<file path="config.mk">
export PLATFORM = sky130hd
export DESIGN_NAME = csr_scrub_ctrl_flat
export DESIGN_NICKNAME = d
export VERILOG_FILES = /design/src/rtl/csr_scrub_ctrl_pkg.sv /design/src/rtl/csr_scrub_ctrl_if.sv /design/src/rtl/csr_scrub_ctrl_timer.sv /design/src/rtl/csr_scrub_ctrl.sv /design/src/flat_wrapper.sv
export SDC_FILE = /design/constraint.sdc
export NUM_CORES = 1
export LEC_CHECK = 0
export ABC_AREA = 1
export BUFFER_PORTS_ARGS = -buffer_cell sky130_fd_sc_hd__buf_2
export CORE_UTILIZATION = 54
export CTS_CLUSTER_DIAMETER = 200
export DETAILED_ROUTE_END_ITERATION = 12
export MAX_ROUTING_LAYER = met4
export PLACE_DENSITY = 0.84
export SKIP_LAST_GASP = 1
export SYNTH_ARGS = -nofsm -noshare
export SYNTH_HDL_FRONTEND = slang
export SYNTH_SLANG_ARGS = --single-unit
</file>
<file path="constraint.sdc">
create_clock -name s_clk_i -period 3.2 [get_ports s_clk_i]
set_clock_uncertainty 0.15 [all_clocks]
set_input_delay 0.16 -clock s_clk_i [delete_from_list [all_inputs] [get_ports s_clk_i]]
set_output_delay 0.16 -clock s_clk_i [all_outputs]
set_load 0.05 [all_outputs]
</file>
<file path="src/rtl/csr_scrub_ctrl_pkg.sv">
`default_nettype none
// ============================================================================
// Module      : csr_scrub_ctrl_pkg
// Description : Shared types and constants for the CSR scrub sequencer.
//               - scrub_fsm          : sequencer state encoding
//               - c_MCSR_*           : machine-CSR index map shared with the CSR unit
//               - SCRUB_SKIP_DEFAULT : indices that must never be rewritten
//                                      (free-running counters, constant CSRs)
//               - sat_inc8           : saturating 8-bit increment
// Revision    : 1.0 - initial release
// ============================================================================
package csr_scrub_ctrl_pkg;

    typedef enum logic [2:0] {
        SCRUB_IDLE  = 3'd0,
        SCRUB_WAIT  = 3'd1,
        SCRUB_READ  = 3'd2,
        SCRUB_WRITE = 3'd3,
        SCRUB_NEXT  = 3'd4
    } scrub_fsm;

    // Machine-CSR index space
    localparam int unsigned c_MCSR_STATUS   = 0;
    localparam int unsigned c_MCSR_ISA      = 1;
    localparam int unsigned c_MCSR_IE       = 2;
    localparam int unsigned c_MCSR_TVEC     = 3;
    localparam int unsigned c_MCSR_SCRATCH  = 4;
    localparam int unsigned c_MCSR_EPC      = 5;
    localparam int unsigned c_MCSR_CAUSE    = 6;
    localparam int unsigned c_MCSR_TVAL     = 7;
    localparam int unsigned c_MCSR_IP       = 8;
    localparam int unsigned c_MCSR_HARTID   = 9;
    localparam int unsigned c_MCSR_CYCLE    = 10;
    localparam int unsigned c_MCSR_INSTRET  = 11;
    localparam int unsigned c_MCSR_CYCLEH   = 12;
    localparam int unsigned c_MCSR_INSTRETH = 13;
    localparam int unsigned c_MCSR_HRDCTRL  = 14;

    // Counters change every cycle and ISA/HARTID are constants, so a
    // rewrite would either race the hardware update or do nothing useful.
    localparam logic [14:0] SCRUB_SKIP_DEFAULT =
          (15'd1 << c_MCSR_CYCLE)   | (15'd1 << c_MCSR_CYCLEH)
        | (15'd1 << c_MCSR_INSTRET) | (15'd1 << c_MCSR_INSTRETH)
        | (15'd1 << c_MCSR_HARTID)  | (15'd1 << c_MCSR_ISA);

    function automatic logic [7:0] sat_inc8(input logic [7:0] i_val);
        return (i_val == 8'hFF) ? i_val : i_val + 8'd1;
    endfunction

endpackage
`default_nettype wire

</file>
<file path="src/rtl/csr_scrub_ctrl_if.sv">
`default_nettype none
// ============================================================================
// Module      : csr_scrub_ctrl_if
// Description : Bus between the scrub sequencer and the CSR unit.
//               master : scrub sequencer side
//               slave  : CSR unit / control side
//               s_en_i, s_pipe_req_i, s_rd_data_i, s_mismatch_i : into sequencer
//               s_scrub_idx_o, s_scrub_we_o, s_scrub_wdata_o,
//               s_busy_o, s_done_o, s_err_cnt_o                 : out of sequencer
// Revision    : 1.0 - initial release
// ============================================================================
interface csr_scrub_ctrl_if #(
    parameter int IDX_W = 4
);
    logic             s_en_i;
    logic             s_pipe_req_i;
    logic [31:0]      s_rd_data_i;
    logic             s_mismatch_i;
    logic [IDX_W-1:0] s_scrub_idx_o;
    logic             s_scrub_we_o;
    logic [31:0]      s_scrub_wdata_o;
    logic             s_busy_o;
    logic             s_done_o;
    logic [7:0]       s_err_cnt_o;

    modport master (
        input  s_en_i, s_pipe_req_i, s_rd_data_i, s_mismatch_i,
        output s_scrub_idx_o, s_scrub_we_o, s_scrub_wdata_o,
               s_busy_o, s_done_o, s_err_cnt_o
    );

    modport slave (
        output s_en_i, s_pipe_req_i, s_rd_data_i, s_mismatch_i,
        input  s_scrub_idx_o, s_scrub_we_o, s_scrub_wdata_o,
               s_busy_o, s_done_o, s_err_cnt_o
    );
endinterface
`default_nettype wire

</file>
<file path="src/rtl/csr_scrub_ctrl_timer.sv">
`default_nettype none
// ============================================================================
// Module      : csr_scrub_ctrl_timer
// Description : Loadable down-counter with zero flag that times the gap
//               between sweeps.
//               clk, rst : clock, synchronous active-high reset
//               i_load   : reload with PERIOD-1 (wins over i_dec)
//               i_dec    : decrement, holds at zero
//               o_zero   : counter is zero
// Revision    : 1.0 - initial release
// ============================================================================
module csr_scrub_ctrl_timer #(
    parameter int PERIOD = 1024,
    parameter int CNT_W  = $clog2(PERIOD)
) (
    input  wire logic clk,
    input  wire logic rst,
    input  wire logic i_load,
    input  wire logic i_dec,
    output logic      o_zero
);
    localparam logic [CNT_W-1:0] c_RELOAD = CNT_W'(PERIOD - 1);

    logic [CNT_W-1:0] r_cnt_q;
    logic [CNT_W-1:0] w_cnt_d;

    always_comb begin
        w_cnt_d = r_cnt_q;
        if (i_load) begin
            w_cnt_d = c_RELOAD;
        end else if (i_dec && (r_cnt_q != '0)) begin
            w_cnt_d = r_cnt_q - CNT_W'(1);
        end
    end

    always_ff @(posedge clk) begin
        if (rst) begin
            r_cnt_q <= c_RELOAD;
        end else begin
            r_cnt_q <= w_cnt_d;
        end
    end

    assign o_zero = (r_cnt_q == '0);

endmodule
`default_nettype wire

</file>
<file path="src/rtl/csr_scrub_ctrl.sv">
`default_nettype none
// ============================================================================
// Module      : csr_scrub_ctrl
// Description : Periodic scrubber for the triplicated machine CSRs. Sweeps
//               indices 0..N_CSR-1, rewrites the voted value into all
//               replicas of any CSR whose replicas disagree, and yields the
//               shared write port to the MA-stage pipeline at all times.
//               s_clk_i, s_rst_i : clock, synchronous active-high reset
//               bus (master)     : enable, pipeline request, voted data and
//                                  mismatch in; index, write strobe/data,
//                                  busy, done pulse, error count out
// Revision    : 1.0 - initial release
// ============================================================================
module csr_scrub_ctrl
    import csr_scrub_ctrl_pkg::*;
#(
    parameter int               N_CSR     = 15,
    parameter int               IDX_W     = 4,
    parameter int               PERIOD    = 1024,
    parameter logic [N_CSR-1:0] SKIP_MASK = '0
) (
    input  wire logic         s_clk_i,
    input  wire logic         s_rst_i,
    csr_scrub_ctrl_if.master  bus
);
    localparam logic [IDX_W-1:0] c_LAST_IDX = IDX_W'(N_CSR - 1);

    scrub_fsm         r_state_q, w_state_d;
    logic [IDX_W-1:0] r_idx_q,   w_idx_d;
    logic [31:0]      r_wdata_q, w_wdata_d;
    logic [7:0]       r_err_q,   w_err_d;

    logic w_tmr_load;
    logic w_tmr_dec;
    logic w_tmr_zero;
    logic w_last;
    logic w_skip;

    csr_scrub_ctrl_timer #(
        .PERIOD (PERIOD)
    ) u_timer (
        .clk    (s_clk_i),
        .rst    (s_rst_i),
        .i_load (w_tmr_load),
        .i_dec  (w_tmr_dec),
        .o_zero (w_tmr_zero)
    );

    assign w_last = (r_idx_q == c_LAST_IDX);
    assign w_skip = SKIP_MASK[r_idx_q];

    always_comb begin
        w_state_d  = r_state_q;
        w_idx_d    = r_idx_q;
        w_wdata_d  = r_wdata_q;
        w_err_d    = r_err_q;
        w_tmr_load = 1'b0;
        w_tmr_dec  = 1'b0;

        if (!bus.s_en_i) begin
            // Abort: pending write dropped, error count kept.
            w_state_d = SCRUB_IDLE;
            w_idx_d   = '0;
        end else begin
            case (r_state_q)
                SCRUB_IDLE: begin
                    w_state_d  = SCRUB_WAIT;
                    w_tmr_load = 1'b1;
                end
                SCRUB_WAIT: begin
                    if (w_tmr_zero) begin
                        w_state_d = SCRUB_READ;
                        w_idx_d   = '0;
                    end else begin
                        w_tmr_dec = 1'b1;
                    end
                end
                SCRUB_READ: begin
                    if (w_skip) begin
                        w_state_d = SCRUB_NEXT;
                    end else if (bus.s_pipe_req_i) begin
                        w_state_d = SCRUB_READ;
                    end else if (bus.s_mismatch_i) begin
                        w_wdata_d = bus.s_rd_data_i;
                        w_state_d = SCRUB_WRITE;
                    end else begin
                        w_state_d = SCRUB_NEXT;
                    end
                end
                SCRUB_WRITE: begin
                    // A pipeline access may have modified the CSR, so the
                    // captured value is re-read instead of retried.
                    if (bus.s_pipe_req_i) begin
                        w_state_d = SCRUB_READ;
                    end else begin
                        w_err_d   = sat_inc8(r_err_q);
                        w_state_d = SCRUB_NEXT;
                    end
                end
                SCRUB_NEXT: begin
                    if (w_last) begin
                        w_idx_d    = '0;
                        w_state_d  = SCRUB_WAIT;
                        w_tmr_load = 1'b1;
                    end else begin
                        w_idx_d   = r_idx_q + IDX_W'(1);
                        w_state_d = SCRUB_READ;
                    end
                end
                default: begin
                    w_state_d = SCRUB_IDLE;
                    w_idx_d   = '0;
                end
            endcase
        end
    end

    always_ff @(posedge s_clk_i) begin
        if (s_rst_i) begin
            r_state_q <= SCRUB_IDLE;
            r_idx_q   <= '0;
            r_wdata_q <= '0;
            r_err_q   <= '0;
        end else begin
            r_state_q <= w_state_d;
            r_idx_q   <= w_idx_d;
            r_wdata_q <= w_wdata_d;
            r_err_q   <= w_err_d;
        end
    end

    // Write strobe yields to the pipeline in the same cycle and is
    // withheld when the sequencer is being disabled.
    assign bus.s_scrub_we_o    = (r_state_q == SCRUB_WRITE) && bus.s_en_i && !bus.s_pipe_req_i;
    assign bus.s_done_o        = (r_state_q == SCRUB_NEXT) && w_last && bus.s_en_i;
    assign bus.s_busy_o        = (r_state_q == SCRUB_READ) || (r_state_q == SCRUB_WRITE)
                              || (r_state_q == SCRUB_NEXT);
    assign bus.s_scrub_idx_o   = r_idx_q;
    assign bus.s_scrub_wdata_o = r_wdata_q;
    assign bus.s_err_cnt_o     = r_err_q;

endmodule
`default_nettype wire
</file>
<file path="src/flat_wrapper.sv">
// flat-port wrapper written by rule: the top's interface ports become plain ports
module csr_scrub_ctrl_flat import csr_scrub_ctrl_pkg::*;
#(
    parameter int               N_CSR     = 15,
    parameter int               IDX_W     = 4,
    parameter int               PERIOD    = 1024,
    parameter logic [N_CSR-1:0] SKIP_MASK = '0
)
  (s_clk_i, s_rst_i, bus_s_en_i, bus_s_pipe_req_i, bus_s_rd_data_i, bus_s_mismatch_i, bus_s_scrub_idx_o, bus_s_scrub_we_o, bus_s_scrub_wdata_o, bus_s_busy_o, bus_s_done_o, bus_s_err_cnt_o);
  csr_scrub_ctrl_if #(.IDX_W(IDX_W)) bus_i ();
  input  wire logic s_clk_i;
  input  wire logic s_rst_i;
  input wire logic [$bits(bus_i.s_en_i)-1:0] bus_s_en_i;
  input wire logic [$bits(bus_i.s_pipe_req_i)-1:0] bus_s_pipe_req_i;
  input wire logic [$bits(bus_i.s_rd_data_i)-1:0] bus_s_rd_data_i;
  input wire logic [$bits(bus_i.s_mismatch_i)-1:0] bus_s_mismatch_i;
  output wire logic [$bits(bus_i.s_scrub_idx_o)-1:0] bus_s_scrub_idx_o;
  output wire logic [$bits(bus_i.s_scrub_we_o)-1:0] bus_s_scrub_we_o;
  output wire logic [$bits(bus_i.s_scrub_wdata_o)-1:0] bus_s_scrub_wdata_o;
  output wire logic [$bits(bus_i.s_busy_o)-1:0] bus_s_busy_o;
  output wire logic [$bits(bus_i.s_done_o)-1:0] bus_s_done_o;
  output wire logic [$bits(bus_i.s_err_cnt_o)-1:0] bus_s_err_cnt_o;
  assign bus_i.s_en_i = bus_s_en_i;
  assign bus_i.s_pipe_req_i = bus_s_pipe_req_i;
  assign bus_i.s_rd_data_i = bus_s_rd_data_i;
  assign bus_i.s_mismatch_i = bus_s_mismatch_i;
  assign bus_s_scrub_idx_o = bus_i.s_scrub_idx_o;
  assign bus_s_scrub_we_o = bus_i.s_scrub_we_o;
  assign bus_s_scrub_wdata_o = bus_i.s_scrub_wdata_o;
  assign bus_s_busy_o = bus_i.s_busy_o;
  assign bus_s_done_o = bus_i.s_done_o;
  assign bus_s_err_cnt_o = bus_i.s_err_cnt_o;
  csr_scrub_ctrl #(.N_CSR(N_CSR), .IDX_W(IDX_W), .PERIOD(PERIOD), .SKIP_MASK(SKIP_MASK)) u_core (.s_clk_i(s_clk_i), .s_rst_i(s_rst_i), .bus(bus_i));
endmodule
</file>
# ---- Word level (Yosys, flattened, before mapping)
# Memories as Yosys holds them, arrays and structs flattened. A register that Yosys moved wholly into a read port is not among the register bits.
# Index checks and enable logic that the tools add are counted.
dict set report classes {
  n_addsub 3
  n_lt_le_gt_ge 1
  eq_ne 7
  mux 19
  bitwise_logic 5
  n_reduce_logical 17
}
# op count
set op_table {}
lappend op_table {{two-way mux 4 bit} 4}
lappend op_table {{two-way mux 3 bit} 5}
lappend op_table {{case mux 3 bit (5 select lines)} 1}
lappend op_table {{case mux 4 bit (3 select lines)} 1}
lappend op_table {{logical NOT 10 bit} 1}
lappend op_table {{nonzero test 10 bit} 1}
lappend op_table {{subtractor 10 x 1 -> 10 bit, second input constant} 1}
lappend op_table {{adder 8 x 1 -> 8 bit, second input constant} 1}
lappend op_table {{== test 8 bit, second input constant} 1}
lappend op_table {{== test 3 x 2 -> 1 bit, second input constant} 2}
lappend op_table {{two-way mux 1 bit} 6}
lappend op_table {{logical AND 1 bit} 5}
lappend op_table {{less-than comparator 4 x 5 -> 1 bit, second input constant} 1}
lappend op_table {{inverter 1 bit} 5}
lappend op_table {{AND reduction 5 bit} 1}
lappend op_table {{adder 4 x 1 -> 4 bit, second input constant} 1}
lappend op_table {{== test 4 bit, second input constant} 1}
lappend op_table {{AND reduction 4 bit} 1}
lappend op_table {{OR reduction 2 bit} 2}
lappend op_table {{== test 3 x 1 -> 1 bit, second input constant} 1}
lappend op_table {{== test 3 bit, second input constant} 1}
lappend op_table {{logical NOT 3 bit} 1}
lappend op_table {{OR reduction 3 bit} 1}
lappend op_table {{logical OR 1 bit} 2}
lappend op_table {{other kinds (5)} 5}
dict set report totals {
  regBits 57
  romBits 16
  in_bits 37
  out_inout_bits 47
  word_cells 58
  memories 1
}
# name depth width read_ports rd_ports_with_merged_regs write_ports line
set memory_table {}
lappend memory_table {{(no name shown)} 16 1 1 1 0 csr_scrub_ctrl.sv:50} ;# assign w_skip = SKIP_MASK[r_idx_q];

# ---- Longest topological paths before layout
# Gate-level depths: netlist of the first run.
dict set report depth {
  word_depth 6
  mapped_depth 9
  mapped_depth_nobuf 9
}

# ---- By module
# Synthesis of the first run repeated with hierarchy kept, for this count alone.
dict set report unflattened {
  cells_unflattened 360
  hier_area_um2 2733.9
}
# mod n_inst cells_each area_per_inst_um2 seq_area_each_um2
set modules_own_cells {}
lappend modules_own_cells {csr_scrub_ctrl 1 277 2153.3 940.9}
lappend modules_own_cells {csr_scrub_ctrl_timer 1 83 580.6 200.2}

# ---- Least setup slack after synthesis of the first run
# OpenSTA, ideal clock, no wires.
dict set report synth_timing {
  path_type {register to output}
  start {register u_core.r_idx_q[1], in the netlist u_core.bus.s_scrub_idx_o[1]}
  end {output bus_s_done_o}
  arrival_ps 2276
  t_required_ps 2890
  setup_slack_ps 614
  path_stages_with_launch 6
  n_path_buf 0
  path_cell_list {dfxtp_1 > ha_1 > nand2_1 > nor2_1 > inv_1 > nor3_1}
}
dict set report synth_via {
  elab_chain_cells 3
}
# element line
set synth_rtl {}
lappend synth_rtl {{from (decl)} csr_scrub_ctrl.sv:29} ;# logic [IDX_W-1:0] r_idx_q, w_idx_d;
lappend synth_rtl {{from (signal assigned)} csr_scrub_ctrl.sv:126} ;# r_idx_q <= w_idx_d;
lappend synth_rtl {{== test 4 bit} csr_scrub_ctrl.sv:49} ;# assign w_last = (r_idx_q == c_LAST_IDX);
lappend synth_rtl {{logical AND 1 bit (2 in a row)} csr_scrub_ctrl.sv:135} ;# assign bus.s_done_o = (r_state_q == SCRUB_NEXT) && w_last && bus.s_en_i;
lappend synth_rtl {{to (decl)} flat_wrapper.sv:21} ;# output wire logic [$bits(bus_i.s_done_o)-1:0] bus_s_done_o;
# No other way between the ends.

# ---- Worst setup path after layout of the first run
dict set report layout_timing {
  start {register u_core.u_timer.r_cnt_q[0]}
  end {register u_core.u_timer.r_cnt_q[7]}
}
dict set report layout_via {
  elab_chain_cells 5
  word_cells_on_any_way 7
  classes_between {add/sub: 1; mux: 3; reduce/logical: 3}
}
# element line
set layout_rtl {}
lappend layout_rtl {{from (decl)} csr_scrub_ctrl_timer.sv:24} ;# logic [CNT_W-1:0] r_cnt_q;
lappend layout_rtl {{from (signal assigned)} csr_scrub_ctrl_timer.sv:38} ;# r_cnt_q <= c_RELOAD;
lappend layout_rtl {{from (signal assigned)} csr_scrub_ctrl_timer.sv:40} ;# r_cnt_q <= w_cnt_d;
lappend layout_rtl {{branches (longest 5 deep; another with subtractor 10 x 1 -> 10 bit)} -}
# Parallel ways; which one is timed is not known.
# A chain may end at the register's enable or synchronous reset.

==> results of run 1 <==
-- state kept, by name, indices dropped and copies added, names as in the netlist --
name,cells
u_core.bus.s_err_cnt_o,8
u_core.bus.s_scrub_idx_o,4
u_core.bus.s_scrub_wdata_o,32
u_core.r_state_q,3
u_core.u_timer.r_cnt_q,10
-- routing by layer --
layer / vias up / routed length (µm)
met5: - / 0
met4: 0 / 277
met3: 34 / 597
met2: 154 / 3702
met1: 1283 / 2852
li1: 1378 / -
-- cell type report --
cell class | count | share of cell area (%)
Clock inverter | 2 | 0.9887
Timing Repair Buffer | 120 | 22.03
Clock buffer | 14 | 4.873
Multi-Input combinational cell | 256 | 35.03
Tap cell | 52 | 1.836
Sequential cell | 57 | 32.20
Inverter | 28 | 3.037
-- kinds of logic (layout without fill, tap and decap cells) --
family | Yosys count | count (layout) | share of synthesized area (%)
AO/OA/AOI/OAI | 52 | 52 | 10.86
buffers and inverters | 40 | 164 | 7.258
adder cells (fa/ha/maj) | 4 | 4 | 1.948
AND/OR/NAND/NOR | 189 | 189 | 31.76
XOR/XNOR | 11 | 11 | 3.751
flip-flops | 57 | 57 | 44.42
-- worst reg2reg max path, cell delays in order, from the launching register on --
cell	delay (ns)
dfxtp_1	0.32
inv_1	0.15
ha_1	0.26
nand2_1	0.07
nor2_1	0.08
nand3_1	0.19
nand3_1	0.36
inv_1	0.19
nand2_1	0.10
nand3_1	0.06
-- stage by stage --
stage / cells / hold WS [ns]
2_1_floorplan: 353 / 0.1015
5_1_grt: 529 / 0.06217
4_1_cts: 529 / 0.03718
3_3_place_gp: 478 / 0.2588
6_report: 529 / 0.06428
3_5_place_dp: 478 / 0.2662
-- worst max path at each step --
stage                                start                              to
2_1_floorplan  u_core.bus.s_scrub_idx_o[1]                    bus_s_done_o
3_3_place_gp     u_core.u_timer.r_cnt_q[0]       u_core.u_timer.r_cnt_q[5]
5_1_grt                u_core.r_state_q[2]  u_core.bus.s_scrub_wdata_o[22]
3_5_place_dp     u_core.u_timer.r_cnt_q[0]       u_core.u_timer.r_cnt_q[7]
6_report         u_core.u_timer.r_cnt_q[0]       u_core.u_timer.r_cnt_q[7]
4_1_cts        u_core.bus.s_scrub_idx_o[1]                    bus_s_done_o
-- repair_timing --
action,4_1_cts,5_1_grt
hold endpoints to repair,39,0
resized for setup,0,0
hold buffers,35,0
-- cell usage in the layout (no fill, tap or decap), types with 7 or more instances in the layout --
cell            n
a21oi_1        11
buf_2          83
clkbuf_8       12
dfxtp_1        57
dlygate4sd3_1  35
inv_1          22
nand2_1        57
nand3_1        28
nand4_1         7
nor2_1         88
o21ai_0        37
xor2_1          8
-- power by group through the flow --
stage               Combinational [mW]  Sequential, mW  Clock (mW)
global route                     0.144           0.726       0.747
detailed placement              0.0914           0.740           0
floorplan                       0.0512           0.748           0
global placement                0.0903           0.740           0
finish                           0.134           0.725       0.704
CTS                              0.125           0.725       0.701
==> summary by stage, run 1 <==
Yosys
After synthesis, the mean cell area works out to 7.277 µm². The number of register bits inferred by synthesis is 57. The number of nets handed over by synthesis was 394. After synthesis, flip-flops and latches occupy 44.42% of the total area. The total number of yosys warnings is 0. Among all flip-flop cells after synthesis, the most frequent one is dfxtp_1. In this run the cell area of the synthesized design comes to 0.002569 mm².

Yosys mapped a number of flops with a built-in enable equal to 0. Synthesis instantiated 29 different standard cells from the library. After synthesis, the largest area contributor takes up 44.42% of total cell area. Counting instances in the post-synthesis netlist gives the leading cell types as 88 x nor2_1, 57 x dfxtp_1, 57 x nand2_1. The cell count after synthesis is 353.

The dominant cell by count in the synthesized netlist is nor2_1. dfxtp_1 takes more of the synthesized area than any other cell. In the post-synthesis netlist, the biggest area contributors are dfxtp_1 44%, nor2_1 13%, nand2_1 8.3%. The async set or reset register ratio after synthesis is 0%.

Global routing
The number of antenna violations at the first check in global routing is 0. Entering global routing, the biggest net connects 35 pins. Global routing used 34.86% of the available met1 tracks.

The total congestion overflow is 0. The total routing usage reported by global routing is 31.87%. The met2 usage is 51.71%. The global routing's busiest layer is met2. The first global-routing pass estimated 11.92 mm of wire. Global routing consumed, on the met3 layer, 10.83% of the routing resources. The via count of the first global-routing pass is 2616.

STA
The final period demand of the worst path is 2.063 ns. Setup violations remaining at the end of the flow were counted as 0. Based on the critical path, the design can be clocked at up to 484.8 MHz. The number of slew-limit violations in the final report came to 0. The worst-case headroom to the max-slew limit is 62.92%. Setup repair after global routing left no endpoint under its margin. The final hold violation count is 0.

For the final routed database, the setup TNS stands at 0 ns. At the pin with the least slew margin, the transition time is 0.5553 ns. After layout, the worst path uses 64.46% of the clock period.

Once routing completed, OpenROAD measured the worst setup slack at 1.137 ns.

Floorplanning
The die covers 0.005037 mm². The core region is 0.004474 mm². During I/O placement, the number of pins put on the boundary was 84. In this run the vertical extent of the chip is 70.97 µm.

In this run the horizontal extent of the chip is 70.97 µm. The initial core utilization is 57.41%. The placement row count is 24.

Placement
The cell area reported after detailed placement is 0.002985 mm². The number of buffers added on ports is 83. At the end of routability-driven placement, the weighted congestion stood at 0.9033.

The worst-case setup slack after placement is 1.226 ns. The estimated wirelength of the detail-placed design is 3.934 mm.

Min path
The cell count of the worst hold path is 3. The end of the worst hold path is u_core.u_timer.r_cnt_q[0]. The class of the worst hold path is input pin to register.

The start point of the worst hold path is bus_s_en_i.

Power and ir drop
The maximum vdd drop is 0.3380 mV. The reported net switching power is 359.8 µW. The leakage power is 1.672 nW. The sequential power share is 46.4%. Power comes to 1.562 mW. The switching power as a share of total power is 23.03%. In this run, the combinational gates consume 8.6% of the power. For this design the ratio of total power to cell area is 440.9 mW/mm². The internal portion of the total power is 1.203 mW. The clock network fraction of total power is 45.0%.

Outcome
The final reports fail on DRC. The run finished, with violations left.

Final layout
The core occupancy in the finished layout is 79.19%. After the last flow step, the layout net total stands at 513. Cells with a size suffix above 1 make up 23.06% of the layout. In the final layout, flip-flops and latches occupy 0.001141 mm².

From synthesis to final layout, the design area changed by 37.94%. The finished cells cover 0.003543 mm². The count of filler cells inserted in the layout is 272. The total area of multi-input combinational cells is 0.001241 mm². 0 antenna diodes ended up in the layout.

Clocking
The number of clock buffers added by TritonCTS is 9. The clock latency at the later pin of the worst-skew pair is 0.34 ns. The post-CTS clock slew at the launch and capture registers of the worst setup and hold paths is 0.06 ns.

The clock tree synthesis step divided the H-tree into 3 levels. The number of sinks handled by clock tree synthesis is 57. The post-CTS setup buffer count is 0. The clock root buffer master is clkbuf_8. No sink is reached through more buffers than the 2 on the longest clock path. The clock tree from TritonCTS is done.

Critical path
The cell family contributing the most delay on the critical path is simple AND/OR/NAND/NOR gates. The maximum single-stage delay on the critical path is 0.36 ns. STA classifies the critical path endpoint as a register. The critical path in this run is classified as register to register.

The signal on the critical path passes through inv_1 -> ha_1 -> nand2_1 -> nor2_1 -> nand3_1 -> nand3_1 -> inv_1 -> nand2_1 -> nand3_1. Setup slack on the worst reg-to-reg path comes out at 1.14 ns. The largest driver fanout on the critical path is 11. The startpoint kind of the worst setup timing path is a register. The critical path runs through a total of 9 cells. The worst reg2reg path endpoint is u_core.u_timer.r_cnt_q[7]. The worst register-to-register path has a depth of 9. Together, buffers and inverters on the worst path number 2. The required time reported for the critical path endpoint is 3.27 ns.

The slowest cell on the critical path is nand3_1. The most prevalent standard cell on the critical path is nand3_1. The critical register-to-register path startpoint is u_core.u_timer.r_cnt_q[0]. Data arrives at the worst endpoint at 2.13 ns.

Drt
The number of search-and-repair iterations in the first detailed-routing pass is 9. The average detailed-routed wire length per instance is 14.04 µm. The number of DRC markers after the initial detailed-route iteration is 212. After detailed routing, the total wire length is 7.429 mm. The count of vias placed by the detailed router is 2849. The residual antenna-violating net count after detailed routing is 0. In the routed layout, each cell is associated on average with a via count of 5.386. In the routed design, unresolved DRC markers number 2.

Job
The count of max-cap constraint violations is 0.
(Power assumes the default switching activity.)
==> run 2: changes to the inputs <==
--- a/config.mk
+++ b/config.mk
@@ -5,13 +5,13 @@
 export SDC_FILE = /design/constraint.sdc
 export NUM_CORES = 1
 export LEC_CHECK = 0
-export ABC_AREA = 1
+export ABC_AREA = 0
 export BUFFER_PORTS_ARGS = -buffer_cell sky130_fd_sc_hd__buf_2
-export CORE_UTILIZATION = 54
+export CORE_UTILIZATION = 50
 export CTS_CLUSTER_DIAMETER = 200
 export DETAILED_ROUTE_END_ITERATION = 12
 export MAX_ROUTING_LAYER = met4
-export PLACE_DENSITY = 0.84
+export PLACE_DENSITY = 0.79
 export SKIP_LAST_GASP = 1
 export SYNTH_ARGS = -nofsm -noshare
 export SYNTH_HDL_FRONTEND = slang
==> constraint.sdc (replaced) <==
create_clock -name s_clk_i -period 2.01 [get_ports s_clk_i]
set_clock_uncertainty 0.15 [all_clocks]
set_input_delay 0.1005 -clock s_clk_i [delete_from_list [all_inputs] [get_ports s_clk_i]]
set_output_delay 0.1005 -clock s_clk_i [all_outputs]
set_load 0.05 [all_outputs]
==> run 2 against run 1 <==
Critical path depth fell by 3. Critical endpoint is now u_core.u_timer.r_cnt_q[6]. Core utilization is 4.7 points lower. Via count down 6.9%. The flow now finishes without violations. Flip-flop and latch count stayed put. First-iteration DRC count shrank 17%. Worst setup slack got worse by 1.0 ns. Combinational power is 19% higher. Clock power is 39% higher. Register-to-register slack worse by 1.0 ns. Die area is 5.8% higher. Area after synthesis decreased by 1.9%.
==> summary by stage, run 2 <==
Final layout
The post-route non-filler standard cell count was 492 (-7.0%). The count of filler cells inserted in the layout is 341 (+25%). The area occupied by registers is 0.001142 mm² (+0.11%). The core occupancy in the finished layout is 74.54% (-4.7 points).

The number of flip-flops in the largest register is 32 (unchanged). The number of diodes came to 0 (unchanged). The fraction of final layout cells with drive strength greater than 1 came to 27.53% (+4.5 points). The total area of multi-input combinational cells is 0.001289 mm² (+3.8%). The library cell used most frequently in the layout, excluding fill and tap cells, is buf_2. The count of nets after finishing was 462 (-9.9%). The top cell types in the final layout, fill and taps aside, are 83 x buf_2, 71 x nand2_1, 56 x dfxtp_1. The area growth from synthesis to layout is 41.49%.

Power and ir drop
The leakage power is 1.524 nW (-8.8%). The maximum vdd drop was 0.3350 mV (-0.88%). The total power divided by cell area is 638.0 mW/mm² (+45%).

Global routing
The met1 capacity usage during global routing is 30.03% (-4.8 points). The number of antenna violations at the first check in global routing is 0 (unchanged). The wire length of the first global-routing pass is 10.95 mm (-8.1%). The total congestion overflow came to 0 (unchanged). The met2 usage is 47.74% (-4.0 points). The largest net degree at the start of global routing is 33 (-5.7%). After global routing, the most crowded layer is met2. The via count of the first global-routing pass is 2532 (-3.2%). The global routing usage on met3 is 4.972% (-5.9 points).

The total routing usage reported by global routing is 28.00% (-3.9 points).

Drt
The count of vias placed by the detailed router is 2651 (-6.9%). The average detailed-routed wire length per instance was 14.34 µm (+2.1%). The final routed DRC violation total was 0 (-2).

The total routed wirelength was 7.053 mm (-5.1%). The number of search-and-repair iterations in the first detailed-routing pass is 5 (-4). The via count normalized by instance count is 5.388 (about the same). The residual antenna-violating net count after detailed routing was 0 (unchanged).

The number of DRC markers after the initial detailed-route iteration is 176 (-17%).

Clocking
The maximum count of clock buffers along a single path is 2 (unchanged). TritonCTS built the clock tree. The post-cts gate resize count is 0 (unchanged). The clock latency at the later pin of the worst-skew pair came to 0.33 ns (about the same). The post-CTS setup buffer count is 0 (unchanged). The clock root buffer master is clkbuf_8. The number of buffers inserted during clock tree synthesis is 9 (unchanged).

The total number of H-tree levels is 3 (unchanged). The number of sinks handled by clock tree synthesis is 57 (unchanged). The post-CTS clock slew at the launch and capture registers of the worst setup and hold paths is 0.06 ns (about the same).

STA
The measured slew at the worst slew-check pin is 0.4635 ns (-0.09181 ns). Setup repair after global routing left no endpoint under its margin. The slack of the critical path is 0.1158 ns (-1.022 ns). The worst-case headroom to the max-slew limit is 68.86% (+5.9 points). The final hold violation count came to 0 (unchanged). The final period demand of the worst path is 1.894 ns (-0.1684 ns). The number of slew-limit violations in the final report was 0 (unchanged).

The period utilization came to 94.24% (+30 points). The hold slack is 0.1091 ns (+0.04478 ns). The final-report setup violation count is 0 (unchanged). The sum of negative setup slack was 0 ns (unchanged). The timing-limited maximum frequency came to 527.9 MHz (+8.9%).

Floorplanning
The number of top-level pins is 84 (unchanged). The initial core utilization came to 52.68% (-4.7 points). The floorplan core area was 0.004786 mm² (+7.0%).

The die outline area is 0.005330 mm² (+5.8%). The vertical die dimension was 73.01 µm (+2.9%). The placement row count was 25 (+4.2%). The chip width is 73.01 µm (+2.9%).

Yosys
The total number of yosys warnings is 0 (unchanged). The share of synthesized cell area in full adder, half adder and majority cells is 1.985% (+0.037 points). The area fraction in and, or, nand and nor cells after synthesis is 27.34% (-4.4 points). After synthesis, the most frequently instantiated cells are 71 x nand2_1, 57 x dfxtp_1, 42 x a21oi_1.

The multiplexer fraction of the synthesized cell area came to 0.7940% (+0.79 points). The count of different cell masters after synthesis is 49 (+69%). The cell count after synthesis is 298 (-16%).

The number of register bits inferred by synthesis is 57 (unchanged). The xor-xnor portion of the synthesized cell area is 1.390% (-2.4 points). The area of the mapped netlist is 0.002521 mm² (-1.9%).

The most used flip-flop cell after synthesis is dfxtp_1. By area, the combinational part of the netlist is dominated by simple AND/OR/NAND/NOR gates. The synthesized netlist net count is 339 (-14%). Summed over all instances, the cell type with the most area after synthesis is dfxtp_1. The post-synthesis sequential area ratio is 45.26% (+0.84 points). The count of flip-flops with a built-in enable after synthesis is 0 (unchanged).

The share of the synthesized area in the top cell type came to 45.26% (+0.84 points). In the post-synthesis netlist, the cell with the most instances is nand2_1. The mean post-synth cell area is 8.460 µm² (+16%). The post-synthesis compound-gate area fraction was 19.31% (+8.4 points). Ranked by total cell area, the synthesized netlist is headed by dfxtp_1 45%, nand2_1 11%, a21oi_1 8.3%.

The async set or reset register ratio after synthesis is 0% (unchanged).

Critical path
The worst register-to-register path begins at u_core.u_timer.r_cnt_q[0]. The path depth of the worst reg2reg path is 6 (-3). The critical path class is register to register. The worst reg2reg path endpoint is u_core.u_timer.r_cnt_q[6]. The register-to-register setup slack is 0.12 ns (-1.02 ns). The required time reported for the critical path endpoint was 2.08 ns (-1.19 ns). The signal arrival time at the worst endpoint is 1.97 ns (-0.16 ns).

The startpoint kind of the worst setup timing path is a register. The kind of end point of the critical path is a register. The largest driver fanout on the critical path is 7 (-4).

Min path
The startpoint identified for the worst hold timing path is bus_s_en_i. The cell count of the worst hold path is 3 (unchanged). In this run the worst hold path is classified as input pin to register.

The end of the worst hold path is u_core.r_state_q[0].

Job
The count of max-cap constraint violations was 0 (unchanged).

Placement
The placed cell count is 442 (-7.5%). The number of buffers added on ports is 83 (unchanged). The estimated wirelength of the detail-placed design came to 4.126 mm (+4.9%). The worst-case setup slack after placement is 0.1187 ns (-1.107 ns). The routability congestion estimate from global placement is 0.8916 (-1.3%).

Outcome
The flow ran to the end, and the final reports show no timing, DRC or antenna violations.
-- run 2: worst max-delay path, cell delays in order, from the launching register on --
cell and delay (ns):
dfxtp_1 0.31, inv_1 0.06, ha_1 0.25, or4b_4 0.51, a2111oi_4 0.30, xnor2_1 0.15
nand2_1 0.06
-- run 2: cell families (layout without fill, tap and decap cells) --
family                   count (synthesis)  in the layout
AND/OR/NAND/NOR                        132            132
multiplexers                             2              2
buffers and inverters                   23            150
adder cells (fa/ha/maj)                  4              4
XOR/XNOR                                 4              4
flip-flops                              57             57
AO/OA/AOI/OAI                           76             76
-- run 2: layout make-up --
| cell class | instances | area share, % |
|---|---|---|
| Clock buffer | 11 | 3.683 |
| Tap cell | 67 | 2.350 |
| Multi-Input combinational cell | 218 | 36.13 |
| Inverter | 8 | 0.8418 |
| Sequential cell | 57 | 32.02 |
| Timing Repair Buffer | 127 | 23.71 |
| Clock inverter | 4 | 1.263 |
-- run 2: routing by layer --
metal / vias to the layer above / part of all wire, %
met4: 0 / 2.7
met1: 1232 / 42
met2: 107 / 50
li1: 1292 / -
met3: 20 / 5.3
met5: - / 0
-- run 2: worst max-delay path by stage --
stage                     slack, ns                      start                           to  cells past startpoint
after global placement         0.17  u_core.u_timer.r_cnt_q[0]    u_core.u_timer.r_cnt_q[6]                      6
after detailed placement       0.12  u_core.u_timer.r_cnt_q[0]    u_core.u_timer.r_cnt_q[6]                      6
final                          0.12  u_core.u_timer.r_cnt_q[0]    u_core.u_timer.r_cnt_q[6]                      6
after floorplan               0.009  u_core.bus.s_err_cnt_o[1]    u_core.bus.s_err_cnt_o[7]                      5
after CTS                      0.11  u_core.u_timer.r_cnt_q[0]    u_core.u_timer.r_cnt_q[6]                      6
after global routing          0.008  u_core.u_timer.r_cnt_q[0]  u_core.bus.s_scrub_idx_o[2]                      6
-- run 2: where the power goes --
group | leakage [nW] | switching (mW) | internal (mW)
Combinational | 0.971 | 0.0692 | 0.0904
Clock | 0.0929 | 0.422 | 0.559
Sequential | 0.460 | 0.00255 | 1.13
-- run 2: stage by stage --
step           total power, mW  cell area, µm²
5_1_grt                  2.339            3567
3_3_place_gp             1.259            3040
4_1_cts                  2.285            3567
2_1_floorplan            1.207            2525
3_5_place_dp             1.260            3040
6_report                 2.276            3567
-- run 2: timing repair --
action                                 in CTS  in global routing
setup endpoints to repair                   0                  0
endpoints found under the hold margin      39                  0
hold buffers                               35                  0
==> run 3: changes to the inputs <==
--- a/config.mk
+++ b/config.mk
@@ -7,11 +7,14 @@
 export LEC_CHECK = 0
 export ABC_AREA = 0
 export BUFFER_PORTS_ARGS = -buffer_cell sky130_fd_sc_hd__buf_2
-export CORE_UTILIZATION = 50
+export CELL_PAD_IN_SITES_DETAIL_PLACEMENT = 0
+export CELL_PAD_IN_SITES_GLOBAL_PLACEMENT = 1
+export CORE_UTILIZATION = 36
 export CTS_CLUSTER_DIAMETER = 200
 export DETAILED_ROUTE_END_ITERATION = 12
 export MAX_ROUTING_LAYER = met4
-export PLACE_DENSITY = 0.79
+export PLACE_DENSITY_LB_ADDON = 0.1
+export SKIP_CTS_REPAIR_TIMING = 1
 export SKIP_LAST_GASP = 1
 export SYNTH_ARGS = -nofsm -noshare
 export SYNTH_HDL_FRONTEND = slang
==> run 3 against run 2 <==
Fmax grew 1.6%. Via count shrank 6.7%. Die area grew 38%. Critical path depth is the same. Count of clock-buffer cells in the layout grew 3. Total power grew 1.2%. Sequential share of layout area shrank 0.44 points. Register-to-register slack gained 0.03 ns. Largest cell class unchanged. Largest power group unchanged.
==> summary by stage, run 3 (synthesized netlist as in run 2, its figures left out) <==
Outcome
The run finished with clean final reports.

Global routing
The global routing's busiest layer is met2. The met2 usage is 25.82% (-22 points). The total congestion overflow came to 0 (unchanged).

The wire length of the first global-routing pass came to 9.439 mm (-14%). The global routing usage on met3 is 6.160% (+1.2 points). The number of antenna violations at the first check in global routing is 0 (unchanged).

The via count of the first global-routing pass is 2015 (-20%). The largest net degree at the start of global routing is 41 (+24%). The total routing usage reported by global routing is 17.09% (-11 points). The met1 capacity usage during global routing came to 20.57% (-9.5 points).

Critical path
The register-to-register setup slack is 0.15 ns (+0.03 ns). The combined buffer and inverter count along the critical path is 1 (unchanged). The signal arrival time at the worst endpoint came to 1.94 ns (-0.03 ns). The worst setup path is captured at a register. STA classifies the critical path startpoint as a register. The cell family contributing the most delay on the critical path is simple AND/OR/NAND/NOR gates.

Walking the worst path, the cells encountered are inv_1 -> ha_2 -> or4b_4 -> a2111oi_4 -> xnor2_1 -> nand2_1. By startpoint and endpoint, the worst setup path is classified as register to register. The worst reg2reg path endpoint is u_core.u_timer.r_cnt_q[6]. The largest driver fanout on the critical path came to 7 (unchanged). The critical register-to-register path startpoint is u_core.u_timer.r_cnt_q[0]. The slowest stage of the critical path is the or4b_4 cell.

The path depth of the worst reg2reg path came to 6 (unchanged). The maximum single-stage delay on the critical path came to 0.50 ns (about the same). The required time reported for the critical path endpoint is 2.08 ns (about the same).

Drt
The total routed wirelength is 6.258 mm (-11%). The via count normalized by instance count is 4.747 (-12%). The average detailed-routed wire length per instance is 12.01 µm (-16%).

The number of DRC markers after the initial detailed-route iteration is 72 (-59%). The number of search-and-repair iterations in the first detailed-routing pass is 4 (-1). The final routed DRC violation total is 0 (unchanged). The count of vias placed by the detailed router is 2473 (-6.7%).

The residual antenna-violating net count after detailed routing is 0 (unchanged).

Floorplanning
The placement row count is 30 (+20%). The number of top-level pins is 84 (unchanged). The vertical die dimension is 85.69 µm (+17%). The floorplan core area came to 0.006794 mm² (+42%).

The chip width is 85.69 µm (+17%). The initial core utilization is 37.11% (-16 points). The die outline area is 0.007342 mm² (+38%).

Final layout
The number of flip-flops in the largest register is 32 (unchanged). The area growth from synthesis to layout is 43.47%. The count of filler cells inserted in the layout is 684 (+100%). The commonest non-fill, non-tap cell in the layout is buf_2.

In the layout the commonest cells are 83 x buf_2, 71 x nand2_1, 56 x dfxtp_1. The count of nets after finishing is 461 (-0.22%). The number of diodes is 0 (unchanged). The fraction of final layout cells with drive strength greater than 1 is 28.47% (+0.94 points).

STA
Setup repair after global routing left no endpoint under its margin. The final hold violation count was 0 (unchanged). The period utilization is 92.78% (-1.5 points). The timing-limited maximum frequency was 536.2 MHz (+1.6%). The final period demand of the worst path came to 1.865 ns (-0.02933 ns). The number of slew-limit violations in the final report is 0 (unchanged). The worst-case headroom to the max-slew limit is 64.28% (-4.6 points). The slack of the critical path is 0.1451 ns (+0.02933 ns).

The sum of negative setup slack is 0 ns (unchanged). The final-report setup violation count is 0 (unchanged). The measured slew at the worst slew-check pin is 0.5316 ns (+0.06811 ns).

Clocking
The clock latency at the later pin of the worst-skew pair was 0.33 ns (about the same). The maximum count of clock buffers along a single path came to 2 (unchanged). The clock tree from TritonCTS is done. The post-CTS clock slew at the launch and capture registers of the worst setup and hold paths is 0.06 ns (about the same).

The number of buffers inserted during clock tree synthesis is 9 (unchanged). The total number of H-tree levels was 3 (unchanged). The clock root buffer master is clkbuf_8. The number of sinks handled by clock tree synthesis is 57 (unchanged).

Power and ir drop
The maximum vdd drop was 0.4507 mV (+35%). The share of power burned in combinational logic was 6.7% (-0.3 points). The switching power as a share of total power is 21.81% (+0.13 points). The clock network fraction of total power came to 44.1% (+1.0 points). The total power divided by cell area is 636.4 mW/mm² (-0.24%). The leakage power is 1.530 nW (+0.35%).

The sequential power share is 49.3% (-0.6 points). The cell-internal power is 1.800 mW (+1.0%). The reported net switching power is 502.2 µW (+1.8%).

Placement
The estimated wirelength of the detail-placed design is 4.066 mm (-1.4%). The number of buffers added on ports is 83 (unchanged). The routability congestion estimate from global placement is 0.8581 (-3.8%). The worst-case setup slack after placement is 0.1205 ns (+0.001825 ns).

Min path
The end of the worst hold path is u_core.r_state_q[1]. The cell count of the worst hold path is 3 (unchanged). The class of the worst hold path is input pin to register. The start point of the worst hold path is s_rst_i.

Job
The count of max-cap constraint violations is 0 (unchanged).
## run 3: power groups by stage
stage	Sequential [mW]	Combinational, mW	Clock [mW]
2_1_floorplan	1.16	0.0479	0
3_3_place_gp	1.16	0.101	0
3_5_place_dp	1.16	0.100	0
4_1_cts	1.13	0.101	1.07
5_1_grt	1.13	0.167	1.11
6_report	1.13	0.153	1.01
## run 3: through the flow
stage | area, µm² | hold WS [ns] | power [mW] | instances | utilization (%)
floorplan | 2525 | 0.03356 | 1.207 | 298 | -
global route | 3617 | 0.07171 | 2.415 | 521 | 53.24
global placement | 3077 | 0.1905 | 1.261 | 471 | 45.29
detailed placement | 3077 | 0.1883 | 1.260 | 471 | 45.29
finish | 3617 | 0.05041 | 2.302 | 521 | 53.24
CTS | 3269 | -0.1788 | 2.306 | 487 | 48.12
## run 3: area by class of cell
| cell class | instances | area (µm²) | share of cell area, % |
|---|---|---|---|
| Multi-Input combinational cell | 218 | 1296 | 35.84 |
| Sequential cell | 57 | 1142 | 31.58 |
| Timing Repair Buffer | 126 | 835.8 | 23.11 |
| Inverter | 8 | 30.03 | 0.8302 |
| Clock buffer | 14 | 182.7 | 5.050 |
| Clock inverter | 2 | 10.01 | 0.2767 |
| Tap cell | 96 | 120.1 | 3.321 |
## run 3: worst max-delay path by stage
stage	from	end	slack (ns)	cells after the start
floorplan	u_core.bus.s_err_cnt_o[1]	u_core.bus.s_err_cnt_o[7]	0.009	5
global placement	u_core.u_timer.r_cnt_q[0]	u_core.u_timer.r_cnt_q[6]	0.16	6
detailed placement	u_core.u_timer.r_cnt_q[0]	u_core.u_timer.r_cnt_q[6]	0.12	6
CTS	u_core.r_state_q[0]	bus_s_done_o	0.10	4
global route	u_core.u_timer.r_cnt_q[1]	u_core.u_timer.r_cnt_q[6]	0.04	6
finish	u_core.u_timer.r_cnt_q[0]	u_core.u_timer.r_cnt_q[6]	0.15	6
## run 3: worst reg2reg max path, stage by stage (launching register included)
cell and delay [ns]:
dfxtp_1 0.31, inv_1 0.05, ha_2 0.23, or4b_4 0.50, a2111oi_4 0.30, xnor2_1 0.15, nand2_1 0.06
## run 3: metal layers
| layer | share of wire (%) | up-vias |
|---|---|---|
| met5 | 0 | - |
| met2 | 47 | 57 |
| met3 | 4.3 | 7 |
| met1 | 48 | 1121 |
| met4 | 1.1 | 0 |
| li1 | - | 1288 |
